## config.mk

```make
export PLATFORM = sky130hd
export DESIGN_NAME = fetch_unit
export DESIGN_NICKNAME = d
export VERILOG_FILES = /design/src/rtl/fetch_unit_pkg.sv /design/src/rtl/fetch_unit_buf.sv /design/src/rtl/fetch_unit.sv
export SDC_FILE = /design/constraint.sdc
export NUM_CORES = 1
export LEC_CHECK = 0
export ABC_AREA = 1
export BUFFER_PORTS_ARGS = -buffer_cell sky130_fd_sc_hd__buf_2
export CAP_MARGIN = 20
export CORE_UTILIZATION = 35
export CTS_BUF_LIST = sky130_fd_sc_hd__clkbuf_8
export CTS_CLUSTER_SIZE = 20
export DETAILED_ROUTE_END_ITERATION = 8
export PLACE_DENSITY_LB_ADDON = 0.2
export REMOVE_ABC_BUFFERS = 1
export SKIP_LAST_GASP = 1
export SYNTH_ARGS = -nofsm -noshare
export SYNTH_HDL_FRONTEND = slang
export SYNTH_SLANG_ARGS = --single-unit
```

## constraint.sdc

```tcl
create_clock -name clk -period 2.1 [get_ports clk]
set_clock_uncertainty 0.05 [all_clocks]
set_input_delay 0.105 -clock clk [delete_from_list [all_inputs] [get_ports clk]]
set_output_delay 0.105 -clock clk [all_outputs]
set_load 0.05 [all_outputs]
```

## src/rtl/fetch_unit_pkg.sv

```systemverilog
// fetch_unit_pkg: shared types and constants for the instruction fetch unit.
package fetch_unit_pkg;
    localparam int ILEN = 32;
    localparam logic [ILEN-1:0] NOP = 32'h0000_0013;
    typedef enum logic [1:0] {
        IDLE = 2'd0,
        REQ  = 2'd1,
        WAIT = 2'd2,
        FULL = 2'd3
    } state_t;
endpackage

```

## src/rtl/fetch_unit_buf.sv

```systemverilog
// fetch_buf: single-entry output register presenting fetched instructions to decode.
module fetch_buf
    import fetch_unit_pkg::*;
(
    input  logic            clk,
    input  logic            rstn,
    input  logic            cap,
    input  logic            flush,
    input  logic [ILEN-1:0] cap_pc,
    input  logic [ILEN-1:0] cap_instr,
    input  logic            if_ready,
    output logic            if_valid,
    output logic [ILEN-1:0] if_pc,
    output logic [ILEN-1:0] if_instr,
    output logic            free
);
    // A capture never coincides with a flush; the fetch FSM drops responses on redirect.
    always_ff @(posedge clk or negedge rstn) begin
        if (!rstn) begin
            if_valid <= 1'b0;
            if_pc    <= '0;
            if_instr <= '0;
        end else if (cap) begin
            if_valid <= 1'b1;
            if_pc    <= cap_pc;
            if_instr <= cap_instr;
        end else if (flush || if_ready) begin
            if_valid <= 1'b0;
        end
    end

    assign free = !if_valid || if_ready;
endmodule

```

## src/rtl/fetch_unit.sv

```systemverilog
// fetch_unit: single-outstanding instruction fetch FSM with redirect and kill handling.
module fetch_unit
    import fetch_unit_pkg::*;
#(
    parameter logic [31:0] RESET_PC = 32'h0000_0000
) (
    input  logic            clk,
    input  logic            rstn,
    input  logic            active,
    input  logic            stall,
    input  logic            redirect_valid,
    input  logic [31:0]     redirect_pc,
    output logic            imem_req,
    output logic [31:0]     imem_addr,
    input  logic            imem_gnt,
    input  logic            imem_rvalid,
    input  logic [ILEN-1:0] imem_rdata,
    output logic            if_valid,
    input  logic            if_ready,
    output logic [31:0]     if_pc,
    output logic [ILEN-1:0] if_instr
);
    state_t      state, state_nxt;
    logic [31:0] pc, pc_nxt, addr;
    logic        kill, kill_nxt, free, go, resp, cap;

    assign resp = state == WAIT && imem_rvalid;
    assign cap  = resp && !kill && !redirect_valid;
    assign go   = active && !stall && free;

    always_comb begin
        pc_nxt    = redirect_valid ? (redirect_pc & ~32'd3) : cap ? pc + 32'd4 : pc;
        kill_nxt  = resp ? 1'b0 : (redirect_valid && (state == REQ || state == WAIT)) ? 1'b1 : kill;
        state_nxt = state;
        case (state)
            IDLE:    state_nxt = go ? REQ : IDLE;
            REQ:     state_nxt = imem_gnt ? WAIT : REQ;
            WAIT:    state_nxt = !imem_rvalid ? WAIT : cap ? FULL : go ? REQ : IDLE;
            FULL:    state_nxt = (free || redirect_valid) ? ((active && !stall) ? REQ : IDLE) : FULL;
            default: state_nxt = IDLE;
        endcase
    end

    // The request address is latched on REQ entry so a redirect cannot disturb a pending request.
    always_ff @(posedge clk or negedge rstn) begin
        if (!rstn) begin
            state <= IDLE;
            pc    <= RESET_PC;
            kill  <= 1'b0;
            addr  <= RESET_PC;
        end else begin
            state <= state_nxt;
            pc    <= pc_nxt;
            kill  <= kill_nxt;
            if (state_nxt == REQ && state != REQ)
                addr <= pc_nxt;
        end
    end

    assign imem_req  = state == REQ;
    assign imem_addr = addr;

    fetch_buf u_buf (
        .clk       (clk),
        .rstn      (rstn),
        .cap       (cap),
        .flush     (redirect_valid),
        .cap_pc    (pc),
        .cap_instr (imem_rdata),
        .if_ready  (if_ready),
        .if_valid  (if_valid),
        .if_pc     (if_pc),
        .if_instr  (if_instr),
        .free      (free)
    );
endmodule

```

---- Yosys cells after proc, flatten, opt, wreduce, memory -nomap -nowiden ----
Cells that the tools add are included.
Widths: inputs -> output; s select.
cells by class
  $add $sub $neg .......................... 1
  eq/ne operators ......................... 5
  mux-type cells .......................... 13
  reductions and logical operators ........ 18
operators with widths
  kind                   count
  $mux 32                2
  $add 32x3->32 const B  1
  $mux 2                 4
  $pmux 2 s4             1
  $logic_and 1x1->1      7
  $mux 1                 6
  $eq 2x1->1 const B     2
  $eq 2x2->1 const B     2
  $logic_not 1->1        4
  $logic_or 1x1->1       4
  $reduce_bool 2->1      2
  $logic_not 2->1        1
  $ne 2x1->1 const B     1
word-level totals
  register bits after elaboration ......... 132
  logic and storage cells ................. 44

---- Logic depth before layout (Yosys ltp) ----
  word-level depth ........................ 9
  mapped depth ............................ 14
  depth with buffers taken out ............ 13

---- Hierarchy ----
Synthesis repeated with hierarchy kept, for this count alone.
unflattened totals
  cells, all modules ...................... 784
  area total of the unflattened synthesis .. 6,222.2 um2
modules (own cells, without submodules)
  module      times used  cells an instance  area each (um2)  seq. area each (um2)
  fetch_unit  1           507                3,694.8          1,676.6
  fetch_buf   1           277                2,527.4          1,626.6

---- Worst setup path after synthesis ----
No wires, ideal clock.
  path type ............................... register to register
  from .................................... register state[1]
  to ...................................... register addr[10], in the netlist imem_addr[10]
  setup time .............................. 0.118 ns
  data arrival time ....................... 2.003 ns
  required time ........................... 1.932 ns
  path slack .............................. -0.071 ns
  cell stages (with the launch flop) ...... 14
  path buffers ............................ 1
  clock period less this slack ............ 2.171 ns
  path through ............................ dfrtp_1 > inv_1 > ha_1 > inv_1 > or2_2 > nand3_1 > nand2_1 > nand2_1 > nand2_1 > nor2_4 > inv_2 > buf_6 > nand2_1 > nand2_1
RTL lines
  element                 line              source
  from (decl)             fetch_unit.sv:23  state_t state, state_nxt;
  from (signal assigned)  fetch_unit.sv:52  state <= state_nxt;
  $eq 2x1->1              -
  via imem_req            fetch_unit.sv:13  output logic imem_req,
  $pmux 2 s4              fetch_unit.sv:35  case (state)
  via state_nxt[0]        fetch_unit.sv:23
  $eq 2x1->1              fetch_unit.sv:55  if (state_nxt == REQ && state != REQ)
  $logic_and 1x1->1       fetch_unit.sv:55
  to (signal assigned)    fetch_unit.sv:56  addr <= pc_nxt;
  to (decl)               fetch_unit.sv:24  logic [31:0] pc, pc_nxt, addr;
The timed path passes the listed nets, and every way through them passes these cells.
A chain may end at the register's enable or synchronous reset.

---- Final worst setup path ----
  from .................................... register state[0]
  to ...................................... register addr[14], in the netlist imem_addr[14]
on the way
  cells in the longest elaborated chain, start to end .. 9
RTL lines
  element                          line                                source
  $eq 2x2->1                       fetch_unit.sv:27, fetch_unit.sv:35
  $logic_and 1x1->1                fetch_unit.sv:27                    assign resp = state == WAIT && imem_rvalid;
  $logic_and 1x1->1 (2 in series)  fetch_unit.sv:28                    assign cap = resp && !kill && !redirect_valid;
  $mux 2 (2 in series)             fetch_unit.sv:38                    WAIT: state_nxt = !imem_rvalid ? WAIT : cap ? FULL : go ? REQ : IDLE;
  $pmux 2 s4 *                     fetch_unit.sv:35
  via state_nxt[0]                 fetch_unit.sv:23
  $eq 2x1->1 *                     fetch_unit.sv:55
  $logic_and 1x1->1 *              fetch_unit.sv:55
The timed path passes the listed nets; every way through them passes the cells marked *.

==> summary.md <==
| Metric | Value |
|---|---|
| Placed instance count | 1118 |
| Final hold violations | 0 |
| Drt drc | 0 |
| Worst r2r src | state[0] |
| F_max | 0.515 GHz |
| Post-DP HPWL | 11400 µm |
| Worst hold path class | input port to asynchronous set/reset pin |
| Net count, final | 1073 |
| Router iterations before antenna repair | 5 |
| First DRT Iteration DRCs | 244 |
| Cell mode on critical path | nand2_1 |
| Commonest cells after routing, fill and taps aside | nand2_1, buf_2, dfrtp_1 |
| Synthesis Warnings | 0 |
| Slew headroom | 70.8% |
| Final Instance Area | 8400 µm² |
| DIE WIDTH | 132 µm |
| Most common library cell in the layout ignoring fill and taps | nand2_1 |
| Critical path fanouts, max | 21 |
| Total I/O pin count | 170 |
| Syn_area_per_cell | 8.08 µm² |
| Max cap viols | 0 |
| Dpl ws | -31.0 ps |
| Worst-Skew Late Latency | 450 ps |
| Clock sink count | 132 |
| CTS Buf Count | 17 |
| P_leak | 0.00465 µW |
| Routability cong. | 0.787 |
| Post-synthesis cell count | 737 |
| Core area | 16600 µm² |
| Initial Util | 35.9% |
| Chip height | 132 µm |
| Setup crit start | state[0] |
| Setup ws final | 158 ps |
| Seq cells post-synth | 132 |
| Worst setup path class | register to register |
| Layout Cells excl Fill | 1228 |
| CTS root buf | clkbuf_8 |
| H-tree depth | 4 |
| Status | complete, no violations |
| Tcrit/Tclk final | 92.5% |
| Critical path startpoint category | register |
| Maximum vdd drop | 380 µV |
| Multi-input gate area | 2360 µm² |
| FF-to-FF End | imem_addr[14] |
| Routed Antenna Nets | 0 |
| P&R area growth vs syn | 41.1% |
| CTS Buffer Depth | 2 |
| WL per Instance | 13.3 µm |
| Crit-path max cell delay | 380 ps |
| Grt ovf | 0 |
| Initial antenna violation count | 0 |
| Crit path DAT | 2230 ps |
| Mapped cell area | 5960 µm² |
| All-Layer GR Usage | 19.5% |
| Share of layout cells above drive strength 1 | 24.9% |
| Critical Path Sink | imem_addr[14] |
| Sequential Area | 3300 µm² |
| I/O Buffers | 167 |
| RSZ-0062 raised after global routing | no |
| Final setup fails | 0 |
| Worst-Margin Slew | 437 ps |
| FF-to-FF setup slack | 160 ps |
| CTS tree | yes |
| Required time of the worst setup path | 2380 ps |
| Pin count of the biggest net entering global routing | 46 |
| N_diodes | 0 |
| Fin Hold WS | 102 ps |
| Worst-path cell chain | buf_4 > ha_2 > inv_1 > or2_2 > nand3_1 > nand2_1 > nand2_1 > nand2_1 > nor2_4 > inv_2 > buf_12 > nand2_1 > nand2_1 |
| Vias per cell | 4.45 |
| Post-place instance area | 7130 µm² |
| Total Die Area | 17500 µm² |
| Vias in the first global route | 5326 |
| Filler instances | 1648 |
| Fin crit period | 1940 ps |
| R2R cell count | 13 |
| Global-route wire length before repair | 26800 µm |
| Slew Limit Fails | 0 |
| Worst path depth | 13 |
| Cell family with most CP delay | simple AND/OR/NAND/NOR gates |
| Worst Setup End Kind | register |
| Seq/Total Area, Yosys | 55.5% |
| Synth unique cells | 37 |
| Pwr dens | 876 nW/µm² |
| Via count | 5470 |
| WP buf/inv | 4 |
| Cell Rows | 47 |
| Critical-path top delay cell | dfrtp_1 |
| CTS clk-pin slew, worst paths | 70 ps |
| Final WL | 16400 µm |
-- per-layer routing --
metal	vias to the layer above	track usage, %	routed length, µm	part of all wire [%]
li1	2808	-	-	-
met1	2507	26.9	8110	50
met2	142	30.8	7360	45
met3	13	4.14	731	4.5
met4	0	6.32	184	1.1
met5	-	0	0	0
-- metrics by stage --
stage / util (%) / power, µW / setup TNS (ps)
after floorplan: - / 4230 / -20680
after global placement: 43.0 / 4790 / 0
after detailed placement: 43.0 / 4800 / -302
after CTS: 50.1 / 7440 / 0
after global routing: 50.7 / 7690 / 0
final: 50.7 / 7360 / 0
-- how the worst min path moves through the flow --
stage,end
after floorplan,imem_addr[0]
after global placement,u_buf.if_instr[15]
after detailed placement,u_buf.if_instr[15]
after CTS,u_buf.if_instr[15]
after global routing,u_buf.if_instr[15]
final,u_buf.if_instr[15]
-- area by class of cell --
class                      count  area share (%)
multi-input combinational    530            28.0
tap                          220            3.28
clock inverter                13            2.56
inverter                      47            2.10
clock buffer                  18            2.95
sequential                   132            39.3
timing repair buffer         268            21.7
-- where the power goes --
group	leakage [µW]	total (µW)	internal, µW	switching [µW]
registers	0.00173	3020	2830	192
logic	0.00267	1830	498	1330
clock network	0.000246	2510	1540	970
total	0.00465	7360	4860	2490
-- flip-flops by register name, indices dropped and copies added (netlist names) --
name	cells
imem_addr	32
pc	32
u_buf.if_instr	32
u_buf.if_pc	32
state	2
kill	1
u_buf.if_valid	1
-- Yosys cell counts, drive strengths merged --
cell type	count	share of area, %
a21oi	3	0.32
nand2	351	22
nor3	4	0.53
inv	47	3.0
nand3b	2	0.25
ha	5	1.1
or2	8	0.84
nor2	50	3.6
a21boi	3	0.38
xnor2	1	0.15
xor2	4	0.59
buf	20	2.1
o21ai	38	3.3
clkbuf	8	0.50
nand3	44	3.8
and2	5	0.53
a22o	2	0.29
nand4	6	0.63
a22oi	2	0.25
dfrtp	132	55
o211ai	1	0.13
o311ai	1	0.15
-- cells by family after synthesis --
logic type / count (synthesis) / synth area share, %
buf+inv: 75 / 5.55
compound gates: 50 / 4.77
simple gates: 470 / 32.4
fa+ha+maj: 5 / 1.05
flops: 132 / 55.5
xor+xnor: 5 / 0.735
-- repair_timing --
| item | CTS | global route |
|---|---|---|
| pin swaps | 1 | 2 |
| cloned | 0 | 0 |
| hold buffers | 69 | 0 |
| gates resized for setup | 3 | 6 |
| endpoints found under the hold margin | 228 | 0 |
| setup buffers | 1 | 9 |
| endpoints found under the setup margin | 32 | 33 |
No activity file was read; power rests on OpenSTA's default activity.
